## config.mk

```make
export PLATFORM = sky130hd
export DESIGN_NAME = cam_lvds_pattern_tx
export DESIGN_NICKNAME = d
export VERILOG_FILES = /design/src/rtl/cam_lvds_pattern_tx.sv
export SDC_FILE = /design/constraint.sdc
export NUM_CORES = 1
export LEC_CHECK = 0
export ABC_CLOCK_PERIOD_IN_PS = 7700
export CORE_MARGIN = 2
export CORE_UTILIZATION = 59
export CTS_BUF_LIST = sky130_fd_sc_hd__clkbuf_16
export CTS_CLUSTER_SIZE = 10
export DETAILED_ROUTE_END_ITERATION = 10
export PLACE_DENSITY = 0.8
export RECOVER_POWER = 50
export REMOVE_ABC_BUFFERS = 1
export SYNTH_ARGS = -nofsm -noshare
export SYNTH_HDL_FRONTEND = slang
export SYNTH_SLANG_ARGS = --single-unit
```

## constraint.sdc

```tcl
create_clock -name c -period 7.7 [get_ports c]
set_input_delay 1.54 -clock c [delete_from_list [all_inputs] [get_ports c]]
set_output_delay 1.54 -clock c [all_outputs]
set_load 0.005 [all_outputs]
```

## src/rtl/cam_lvds_pattern_tx.sv

```systemverilog
// cam_lvds_pattern_tx: test-pattern source for the 5-channel x8 camera LVDS link.
// Emits one 40-bit word per enabled cycle, txd[8n+7:8n] = channel n, channel 4 = sync,
// in the same layout the camera deserializer presents.
// Optional feature: define CAM_TX_CRC_EN to insert a per-line CRC-8 word after each EOL.
// Ports:
//   c          word clock
//   rst        synchronous reset, active-high
//   ce         word enable; low holds all state and outputs
//   start      begin a frame (accepted only in IDLE with ce=1)
//   cont       restart after the frame end without a new start
//   mode       0/3 ramp, 1 constant, 2 frame-count fill
//   const_val  pixel value for mode 1
//   cols/rows  IMG words per line / lines per frame (0 is taken as 1)
//   hblank     BL cycles after each line, vblank BL cycles after the last line
//   txd        {sync, lane3, lane2, lane1, lane0}
//   busy       high from start acceptance to the last frame cycle
//   frame_done one-cycle pulse on the last frame cycle
//   frame_cnt  completed frames, wraps at 2^16
module cam_lvds_pattern_tx #(
  parameter int unsigned CW    = 12,
  parameter int unsigned RW    = 12,
  parameter int unsigned BW    = 16,
  parameter logic [7:0]  TRAIN = 8'h3A
) (
  input  logic          c,
  input  logic          rst,
  input  logic          ce,
  input  logic          start,
  input  logic          cont,
  input  logic [1:0]    mode,
  input  logic [7:0]    const_val,
  input  logic [CW-1:0] cols,
  input  logic [RW-1:0] rows,
  input  logic [BW-1:0] hblank,
  input  logic [BW-1:0] vblank,
  output logic [39:0]   txd,
  output logic          busy,
  output logic          frame_done,
  output logic [15:0]   frame_cnt
);

  localparam int unsigned FCW = 16;
  localparam logic [7:0] SC_FS  = 8'hAA;
  localparam logic [7:0] SC_LS  = 8'h2A;
  localparam logic [7:0] SC_IMG = 8'h35;
  localparam logic [7:0] SC_LE  = 8'h12;
  localparam logic [7:0] SC_FE  = 8'h4A;
  localparam logic [7:0] SC_BL  = 8'h15;
  localparam logic [31:0] TRAIN4 = {4{TRAIN}};

`ifdef CAM_TX_CRC_EN
  localparam logic [7:0] SC_CRC = 8'h55;
  typedef enum logic [2:0] {S_IDLE, S_SOL, S_IMG, S_EOL, S_CRC, S_HBL, S_VBL} state_t;
`else
  typedef enum logic [2:0] {S_IDLE, S_SOL, S_IMG, S_EOL, S_HBL, S_VBL} state_t;
`endif

  // state is the cycle currently shown on txd; every register loads its next value on ce
  state_t        state, nxt_state;
  logic [RW-1:0] row, nxt_row, rows_l;
  logic [CW-1:0] col, nxt_col, cols_l;
  logic [BW-1:0] bcnt, nxt_bcnt, hblank_l, vblank_l;
  logic [1:0]    mode_l;
  logic [7:0]    const_l;
  logic [39:0]   nxt_txd;
  logic [31:0]   nxt_pix;
  logic          nxt_busy, nxt_fd, latch, last_row;
  logic          line_end, blank_end, frame_end;
`ifdef CAM_TX_CRC_EN
  logic [31:0]   crc_q, nxt_crc;
`endif

  // Pixel word for line r, word column w
  function automatic logic [31:0] pix_word(input logic [1:0] m, input logic [RW-1:0] r,
                                           input logic [CW-1:0] w, input logic [7:0] cv,
                                           input logic [7:0] fc);
    logic [31:0] p;
    p = '0;
    for (int k = 0; k < 4; k++) begin
      case (m)
        2'd1:    p[8*k +: 8] = cv;
        2'd2:    p[8*k +: 8] = fc;
        default: p[8*k +: 8] = 8'(8'(w) * 8'd4 + 8'(k) + 8'(r));
      endcase
    end
    return p;
  endfunction

`ifdef CAM_TX_CRC_EN
  // CRC-8, poly 0x07, MSB-first, one byte
  function automatic logic [7:0] crc8(input logic [7:0] cin, input logic [7:0] d);
    logic [7:0] x;
    x = cin ^ d;
    for (int i = 0; i < 8; i++) x = x[7] ? ((x << 1) ^ 8'h07) : (x << 1);
    return x;
  endfunction
`endif

  assign last_row = (row == rows_l - RW'(1));

  // Next state, counters and next output word
  always_comb begin
    nxt_state = state;
    nxt_row   = row;
    nxt_col   = col;
    nxt_bcnt  = bcnt;
    nxt_busy  = busy;
    latch     = 1'b0;
    line_end  = 1'b0;
    blank_end = 1'b0;
    frame_end = 1'b0;
    case (state)
      S_IDLE: if (start) begin
        latch     = 1'b1;
        nxt_state = S_SOL;
        nxt_row   = '0;
        nxt_busy  = 1'b1;
      end
      S_SOL: begin
        nxt_state = S_IMG;
        nxt_col   = '0;
      end
      S_IMG: if (col == cols_l - CW'(1)) nxt_state = S_EOL;
             else nxt_col = col + CW'(1);
`ifdef CAM_TX_CRC_EN
      S_EOL: nxt_state = S_CRC;
      S_CRC: line_end = 1'b1;
`else
      S_EOL: line_end = 1'b1;
`endif
      S_HBL: if (bcnt == hblank_l) blank_end = 1'b1;
             else nxt_bcnt = bcnt + BW'(1);
      S_VBL: if (bcnt == vblank_l) frame_end = 1'b1;
             else nxt_bcnt = bcnt + BW'(1);
      default: nxt_state = S_IDLE;
    endcase
    // zero-length blanking periods fall straight through to the following step
    if (line_end) begin
      if (hblank_l != '0) begin
        nxt_state = S_HBL;
        nxt_bcnt  = BW'(1);
      end else blank_end = 1'b1;
    end
    if (blank_end) begin
      if (!last_row) begin
        nxt_state = S_SOL;
        nxt_row   = row + RW'(1);
      end else if (vblank_l != '0) begin
        nxt_state = S_VBL;
        nxt_bcnt  = BW'(1);
      end else frame_end = 1'b1;
    end
    if (frame_end) begin
      if (cont) begin
        latch     = 1'b1;
        nxt_state = S_SOL;
        nxt_row   = '0;
      end else begin
        nxt_state = S_IDLE;
        nxt_busy  = 1'b0;
      end
    end

    nxt_pix = pix_word(mode_l, row, nxt_col, const_l, frame_cnt[7:0]);
    nxt_fd  = 1'b0;
    nxt_txd = {SC_BL, TRAIN4};
    // frame_done marks the cycle being entered when it is the frame's last one
    case (nxt_state)
      S_SOL: nxt_txd = {(nxt_row == '0) ? SC_FS : SC_LS, TRAIN4};
      S_IMG: nxt_txd = {SC_IMG, nxt_pix};
      S_EOL: begin
        nxt_txd = {last_row ? SC_FE : SC_LE, TRAIN4};
`ifndef CAM_TX_CRC_EN
        nxt_fd  = last_row && (hblank_l == '0) && (vblank_l == '0);
`endif
      end
`ifdef CAM_TX_CRC_EN
      S_CRC: begin
        nxt_txd = {SC_CRC, crc_q};
        nxt_fd  = last_row && (hblank_l == '0) && (vblank_l == '0);
      end
`endif
      S_HBL: nxt_fd = last_row && (vblank_l == '0) && (nxt_bcnt == hblank_l);
      S_VBL: nxt_fd = (nxt_bcnt == vblank_l);
      default: ;
    endcase

`ifdef CAM_TX_CRC_EN
    // per-lane CRC over the IMG bytes of the current line
    nxt_crc = crc_q;
    if (nxt_state == S_SOL) nxt_crc = '0;
    else if (nxt_state == S_IMG)
      for (int k = 0; k < 4; k++) nxt_crc[8*k +: 8] = crc8(crc_q[8*k +: 8], nxt_pix[8*k +: 8]);
`endif
  end

  // State, configuration and output registers
  always_ff @(posedge c) begin
    if (rst) begin
      state      <= S_IDLE;
      row        <= '0;
      col        <= '0;
      bcnt       <= '0;
      rows_l     <= RW'(1);
      cols_l     <= CW'(1);
      hblank_l   <= '0;
      vblank_l   <= '0;
      mode_l     <= '0;
      const_l    <= '0;
      txd        <= {SC_BL, TRAIN4};
      busy       <= 1'b0;
      frame_done <= 1'b0;
      frame_cnt  <= '0;
`ifdef CAM_TX_CRC_EN
      crc_q      <= '0;
`endif
    end else if (ce) begin
      state      <= nxt_state;
      row        <= nxt_row;
      col        <= nxt_col;
      bcnt       <= nxt_bcnt;
      txd        <= nxt_txd;
      busy       <= nxt_busy;
      frame_done <= nxt_fd;
      frame_cnt  <= frame_cnt + FCW'(nxt_fd);
`ifdef CAM_TX_CRC_EN
      crc_q      <= nxt_crc;
`endif
      if (latch) begin
        cols_l   <= (cols == '0) ? CW'(1) : cols;
        rows_l   <= (rows == '0) ? RW'(1) : rows;
        hblank_l <= hblank;
        vblank_l <= vblank;
        mode_l   <= mode;
        const_l  <= const_val;
      end
    end
  end

endmodule

```

After elaboration in Yosys (flattened, before gate mapping) --
Cells that the tools add are included.
Cells by class: add/sub/neg operators 13, eq/ne operators 19, mux-type cells 54, reduce and logical (&&, ||, !) cells 16
Operator list (count):
- $pmux W40 S3 | 1
- $mux W16 | 7
- $mux W12 | 9
- $eq A16 B16 Y1 | 4
- $pmux W8 S2 | 4
- $logic_not A12 Y1 | 3
- $add A8 B8 Y8 | 4
- $logic_not A16 Y1 | 2
- $pmux W16 S2 | 1
- $reduce_bool A16 Y1 | 2
- $add A12 B1 Y12 const B | 2
- $eq A12 B12 Y1 | 2
- $mux W3 | 8
- $pmux W12 S2 | 1
- $sub A12 B1 Y12 const B | 2
- $mux W1 | 19
- $add A16 B1 Y16 | 1
- $add A16 B1 Y16 const B | 1
- $add A8 B2 Y8 const B | 2
- $eq A3 B2 Y1 const B | 4
- $eq A3 B3 Y1 const B | 4
- $pmux W3 S4 | 1
- $add A8 B1 Y8 const B | 1
- $mux W8 | 1
- other kinds (12) | 16
Storage, ports and cells: flip-flop bits (word level) 167, logic and storage cells 117

Logic depth before layout (Yosys ltp) --
Gate-level depths: netlist of run 1.
word-level depth 13, gate-level depth with buffers 23

Worst setup path after synthesis of run 1 --
No wires, ideal clock.
path type flip-flop to flip-flop, start point reg rows_l[0], end point reg frame_cnt[10], arrival time 4340 ps, data required time 7572 ps, setup slack 3232 ps, cell stages (with the launch flop) 22, path buffers 3, path through dfxtp_1 > inv_1 > ha_1 > buf_2 > or4b_4 > nor4_1 > a31o_4 > nand4b_4 > o31a_1 > buf_6 > or3_1 > a2111oi_1 > o211ai_1 > or4_4 > nand3_1 > ha_1 > ha_1 > and3_1 > clkbuf_1 > nand4_1 > xnor2_1 > nor2_1
Between the ends: longest elaborated chain between the ends 8
Ends and longest elaborated chain:
- from (decl) | line 60 | logic [RW-1:0] row, nxt_row, rows_l;
- from (signal assigned) | line 231 | rows_l <= (rows == '0) ? RW'(1) : rows;
- $sub A12 B1 Y12 * | line 99 | assign last_row = (row == rows_l - RW'(1));
- $eq A12 B12 Y1 * | line 99
- $mux W16 (tied with other cells) | line 145 | if (!last_row) begin
- $mux W16 (tied with other cells) | line 144 | if (blank_end) begin
- $eq A16 B16 Y1 / $mux W3 (equally long branches) | line 183, 153
- $logic_and A1 B1 Y1 (tied with other cells) | line 183 | S_HBL: nxt_fd = last_row && (vblank_l == '0) && (nxt_bcnt == hblank_l);
- $pmux W1 S3 * | line 168 | case (nxt_state)
- net nxt_fd | line 67 | logic nxt_busy, nxt_fd, latch, last_row;
- $add A16 B1 Y16 * | line 225 | frame_cnt <= frame_cnt + FCW'(nxt_fd);
- to (signal assigned) | line 225
- to (decl) | line 39 | output logic [15:0] frame_cnt
The timed path passes the listed nets; every way through them passes the cells marked *. A chain may end at the register's enable or synchronous reset.

==> results of run 1 <==
## sequential cells by signal (all words and copies together) (netlist names)
signal / flops
frame_cnt: 16
vblank_l: 16
bcnt: 16
txd: 37
const_l: 8
col: 12
mode_l: 2
row: 12
frame_done: 1
state: 3
rows_l: 12
hblank_l: 16
cols_l: 12
busy: 1
## logic make-up (layout without fill, tap and decap cells)
family / Yosys count / count (layout) / synth area share
simple gates: 554 / 554 / 0.269
compound gates: 329 / 329 / 0.207
mux: 15 / 15 / 0.0152
buf+inv: 129 / 195 / 0.0506
xor+xnor: 128 / 128 / 0.112
fa+ha+maj: 19 / 19 / 0.0248
flops: 164 / 164 / 0.322
## critical path, stage by stage
cell	delay, ps
buf_2	70
clkbuf_1	2770
inv_1	430
buf_4	500
a21oi_1	230
or4b_1	480
o41ai_1	350
## power breakdown
group	internal, W	leakage, nW	total (W)	switching, W
Sequential	0.000879	1.33	0.000920	0.0000413
Clock	0.000480	0.272	0.000847	0.000367
Combinational	0.000153	2.87	0.000351	0.000198
Total	0.00151	4.47	0.00212	0.000607
## final cells by class
class                           instances  area (sq um)  area share
Multi-Input combinational cell       1045          6430       0.536
Sequential cell                       164          3280       0.273
Timing Repair Buffer                  134          1320       0.110
Clock buffer                           17           425      0.0354
Tap cell                              225           282      0.0234
Clock inverter                         14           154      0.0128
Inverter                               30           113     0.00938
## worst max-delay path by stage
stage	cells past startpoint	end	start	slack, ps
floorplan	12	cols_l[10]	rows_l[0]	2600
detailed placement	19	frame_cnt[10]	rows_l[0]	2420
global route	7	cols_l[8]	ce	1260
finish	7	txd[39]	ce	1630
global placement	18	frame_cnt[10]	rows_l[0]	2620
CTS	17	txd[13]	cols_l[2]	2340
## stage by stage
step           area (sq um)  hold slack (ps)  utilization  std cells  power [W]
3_5_place_dp          11400              445        0.668       1598    0.00129
2_1_floorplan          9800              430            -       1239    0.00114
4_1_cts               12000              457        0.702       1629    0.00213
3_3_place_gp          11400              440        0.668       1598    0.00128
5_1_grt               12000              471        0.701       1629    0.00219
6_report              12000              448        0.701       1629    0.00212
## placed cells by master (no fill, tap or decap), types with 17 or more instances in the layout
cell type / n
nand2_1: 213
dfxtp_1: 164
a21oi_1: 137
nor2_1: 103
clkdlybuf4s50_1: 68
xnor2_1: 64
xor2_1: 62
dlygate4sd3_1: 58
o21ai_0: 56
nand3_1: 41
nor3_1: 35
inv_1: 30
nor4_1: 23
nand4_1: 22
and3_1: 19
nand2b_1: 18
ha_1: 17
clkbuf_16: 17
## routing by layer
metal / up-vias / global-route usage / share of wire
met4: 0 / 0.130 / 0.028
met3: 61 / 0.0479 / 0.070
met2: 425 / 0.505 / 0.46
li1: 4845 / - / -
met1: 4729 / 0.415 / 0.44
met5: - / 0 / 0
==> flow_summary.toml, run 1 <==
[cells_and_area]
diodes = 0
drive_gt1_frac = 0.0527
layout.nets = 1482
syn2layout_area_growth_pct = 17.6
nFillCells = 1483

[clock_tree]
cts_root_buf = "clkbuf_16"
h-tree-depth = 4
path_clk_slew_ps = 70
cts_tree = "done"
cts_buffers = 17
cts_sinks = 164
post_cts_resize_count = 0
postCtsHoldBufs = 0
clk_latency_ps = 440
clk_path_buf_depth = 2
cts_setup_buffers = 0

[worst_setup_path]
worst-path-max-fanout = 87
reg2reg_depth = 17
rrSetupSlack_ps = 2140
rr_endpoint = "txd[13]"
worst_setup_path_end_kind = "flip-flop"
worstSetupStartpointType = "input port"
crit_type = "input port to flip-flop"
worstPathRequired_ps = 8040
r2r_start = "cols_l[2]"
critPathArrivalTime_ps = 6410

[synth]
yosys.area.top_type = "dfxtp_1"
synthTopCellsByArea = "dfxtp_1, nand2_1, a21oi_1, xnor2_1, xor2_1"
synth_edf_count = 0
ys_warn_count = 0
yosys-top-cells-count = "nand2_1, dfxtp_1, a21oi_1"
synth.distinct_cells = 89
synthArstFlopShare = 0
syn_inst = 1338
synth-seq-cells = 164
synth_top_area_share = 0.322
avgSynthCellArea_sq_um = 7.63
yosysMostFrequentCell = "nand2_1"
syn-cell-area_sq_um = 10200
yosysSeqAreaShare = 0.322
synthFlopType = "dfxtp_1"

[power_and_ir_drop]
ir_drop_mv = 0.186
power_leakage_nw = 4.47
p_per_area_nw_per_um2 = 176

[sta]
rsz0062_at_grt = "false"
max-slew-margin-rel = -1.64
worst_pin_slew_ps = 3970
fin_skew_ps = 12.1
setup_violations = 0
hold_viol = 0
setup_ws_ps = 1630
fmax_mhz = 165
fin_crit_ps = 6070
fin_tns_setup_ps = 0
maxSlewViolCount = 88
fin_crit_sh = 0.789

[min_path]
min_delay_path_depth = 1
min_from = "txd[33]"
worstHoldEndpoint = "txd[33]"
hp-class = "flip-flop to flip-flop"

[outcome]
violations = "max-capacitance violations, max-slew violations"
status = "complete, but fails checks"

[global_route]
grtUsageTotal = 0.311
grt_overflow = 0
grt_pass1_vias = 9244
grt_pass1_wl_mm = 46.0
grt_max_degree = 88
antenna_found_initial = 0

[detailed_routing]
drtIter0Drc = 1024
via_count = 10100
routedWlPerCell_um = 17.4
finalWirelength_mm = 28.4
drc = 0
first_pass_iters = 7
antenna_left = 0
via_per_inst = 6.18

[die]
io_pins = 129
start_util = 0.596
coreArea_sq_um = 17100
dieWidth_um = 136
rows = 48
dieArea_sq_um = 18400
die_y_um = 136

[place]
place.gp.congestion = 0.988
port_buffers = 128
post-place-ws_ps = 2420
dpl.hpwl_mm = 20.1

[job]
cap_violations = 1
(Power assumes the default switching activity.)
==> inputs of run 2 (changes only) <==
--- a/config.mk
+++ b/config.mk
@@ -5,13 +5,13 @@
 export SDC_FILE = /design/constraint.sdc
 export NUM_CORES = 1
 export LEC_CHECK = 0
-export ABC_CLOCK_PERIOD_IN_PS = 7700
+export ABC_CLOCK_PERIOD_IN_PS = 6300
 export CORE_MARGIN = 2
-export CORE_UTILIZATION = 59
+export CORE_UTILIZATION = 57
 export CTS_BUF_LIST = sky130_fd_sc_hd__clkbuf_16
 export CTS_CLUSTER_SIZE = 10
 export DETAILED_ROUTE_END_ITERATION = 10
-export PLACE_DENSITY = 0.8
+export PLACE_DENSITY = 0.78
 export RECOVER_POWER = 50
 export REMOVE_ABC_BUFFERS = 1
 export SYNTH_ARGS = -nofsm -noshare
==> constraint.sdc (replaced) <==
create_clock -name c -period 6.3 [get_ports c]
set_input_delay 1.26 -clock c [delete_from_list [all_inputs] [get_ports c]]
set_output_delay 1.26 -clock c [all_outputs]
set_load 0.005 [all_outputs]
==> run 2 against run 1 <==
Against the previous run: sequential power is 23% higher; largest cell class unchanged; routed wire length is 4.6% higher; critical path type is now flip-flop to flip-flop; cell area hardly changed; via count is 0.16% higher; clock skew hardly changed; combinational power is 21% higher; hold slack better by 7.8 ps; the flow still finishes with violations (max-capacitance violations, max-slew violations).
==> flow_summary.toml, run 2 (synthesis results as in run 1) <==
[worst_setup_path]
startpoint = "rows_l[0]"
slowest_stage = "o31a_1"
cpMostUsedCell = "ha_1"
reg2reg_depth = 19
rr_endpoint = "frame_cnt[10]"
worstSetupStartpointType = "flip-flop"
crit_buf_inv = 1
cpPeakStageDelay_ps = 680
critPathArrivalTime_ps = 5900
rrSetupSlack_ps = 690
critPathTopFamily = "simple AND/OR/NAND/NOR gates"
crit_type = "flip-flop to flip-flop"
critPathCapture = "frame_cnt[10]"
worstPathRequired_ps = 6590
path_cells = "inv_1 -> ha_1 -> or4b_1 -> nor3_1 -> a211o_2 -> a31o_2 -> nand4b_1 -> o31a_1 -> or3_1 -> a2111oi_1 -> o211ai_1 -> or4_4 -> nand3_1 -> ha_1 -> ha_1 -> and3_1 -> nand4_1 -> xnor2_1 -> nor2_1"
path_depth = 19
worst-path-max-fanout = 27
worst_setup_path_end_kind = "flip-flop"
r2r_start = "rows_l[0]"

[sta]
fin_crit_sh = 0.890
setup_ws_ps = 690
max-slew-margin-rel = -0.577
hold_viol = 0
setup_violations = 0
rsz0062_at_grt = "false"
maxSlewViolCount = 44
worst_pin_slew_ps = 2370
fin_crit_ps = 5610
fin_tns_setup_ps = 0
fmax_mhz = 178
fin_skew_ps = 12.4

[clock_tree]
post_cts_resize_count = 0
clk_latency_ps = 430
cts_buffers = 17
clk_path_buf_depth = 2
path_clk_slew_ps = 70
h-tree-depth = 4
postCtsHoldBufs = 0
cts_setup_buffers = 0
cts_root_buf = "clkbuf_16"
cts_sinks = 164
cts_tree = "done"

[cells_and_area]
largest_reg_flops = 37
regArea_sq_um = 3280
top_register = "txd"
layout.nets = 1486
final_common_cell = "nand2_1"
multi_input_area_sq_um = 6370
layoutNonFillerInstCount = 1634
diodes = 0
nFillCells = 1520
drive_gt1_frac = 0.0476
syn2layout_area_growth_pct = 17.6
layout_common_cells = "nand2_1, dfxtp_1, a21oi_1, nor2_1, clkdlybuf4s50_1"

[min_path]
hp-class = "flip-flop to flip-flop"

[global_route]
grt_max_degree = 87
antenna_found_initial = 0
grt_pass1_vias = 9036
grt_overflow = 0
grtUsageTotal = 0.316
grt_pass1_wl_mm = 47.5

[detailed_routing]
first_pass_iters = 5
finalWirelength_mm = 29.7
via_count = 10100
antenna_left = 0
routedWlPerCell_um = 18.2
drc = 0
via_per_inst = 6.17
drtIter0Drc = 908

[power_and_ir_drop]
swShare = 0.277
ir_drop_mv = 0.238
power_frac_comb = 0.160
power_switching_w = 0.000733
p_per_area_nw_per_um2 = 221
clkPwrFrac = 0.415
seqPwrFrac = 0.425
power_leakage_nw = 4.50
p_int_w = 0.00192

[place]
dpl.hpwl_mm = 21.1
placed_cells = 1602
place.gp.congestion = 0.967
post-place-ws_ps = 861
port_buffers = 128

[die]
rows = 48
dieWidth_um = 138
start_util = 0.586
coreArea_sq_um = 17400
io_pins = 129
dieArea_sq_um = 19000
die_y_um = 138

[outcome]
violations = "max-capacitance violations, max-slew violations"
status = "complete, but fails checks"

[job]
cap_violations = 1
-- run 2: cell count changes in the layout (fill, tap and decap cells not counted), sizes merged --
| cell | previous run | this run |
|---|---|---|
| clkbuf | 18 | 19 |
| clkinv | 3 | 6 |
| clkinvlp | 4 | 2 |
| inv | 35 | 33 |
| buf | 7 | 10 |
| bufinv | 2 | 4 |
-- run 2: how the worst min path moves through the flow --
stage / start / endpoint / slack (ps) / cells past startpoint
after floorplan: const_l[1] / const_l[1] / 430 / 2
after global placement: const_l[7] / const_l[7] / 440 / 2
after detailed placement: txd[33] / txd[33] / 440 / 1
after CTS: const_l[7] / const_l[7] / 460 / 2
after global routing: txd[33] / txd[33] / 480 / 1
final: txd[33] / txd[33] / 460 / 1
-- run 2: worst reg2reg max path, delay by kind of cell, from the launching register on --
family	cells	cell delay (ps)
xor gates and xnor gates	1	160
adders and majority gates	3	690
and+or+nand+nor	9	2650
buffers and inverters	1	80
AOI/OAI and AO/OA	5	1540
DFF	1	370
-- run 2: area by class of cell --
cell class / count / area share
Inverter: 30 / 0.00938
Multi-Input combinational cell: 1045 / 0.530
Clock inverter: 15 / 0.0158
Sequential cell: 164 / 0.274
Clock buffer: 17 / 0.0354
Timing Repair Buffer: 138 / 0.112
Tap cell: 225 / 0.0235
-- run 2: per-layer routing --
layer | vias to the layer above | GRT usage | routed length, um
met5 | - | 0 | 0
met2 | 419 | 0.505 | 13800
met1 | 4736 | 0.442 | 13200
met4 | 0 | 0.0879 | 612
met3 | 60 | 0.0519 | 2150
li1 | 4861 | - | -
-- run 2: power by group through the flow --
| stage | clock network [W] | registers, W | logic [W] |
|---|---|---|---|
| 2_1_floorplan | 0 | 0.00113 | 0.000255 |
| 3_3_place_gp | 0 | 0.00115 | 0.000422 |
| 3_5_place_dp | 0 | 0.00115 | 0.000429 |
| 4_1_cts | 0.00111 | 0.00113 | 0.000432 |
| 5_1_grt | 0.00116 | 0.00113 | 0.000464 |
| 6_report | 0.00110 | 0.00113 | 0.000424 |
-- run 2: stage by stage --
stage / instance area [sq um] / hold WS, ps / util / power [W]
2_1_floorplan: 9800 / 430 / - / 0.00139
3_5_place_dp: 11500 / 441 / 0.657 / 0.00158
6_report: 12000 / 456 / 0.689 / 0.00265
3_3_place_gp: 11500 / 443 / 0.657 / 0.00157
5_1_grt: 12000 / 480 / 0.689 / 0.00276
4_1_cts: 12100 / 460 / 0.693 / 0.00267
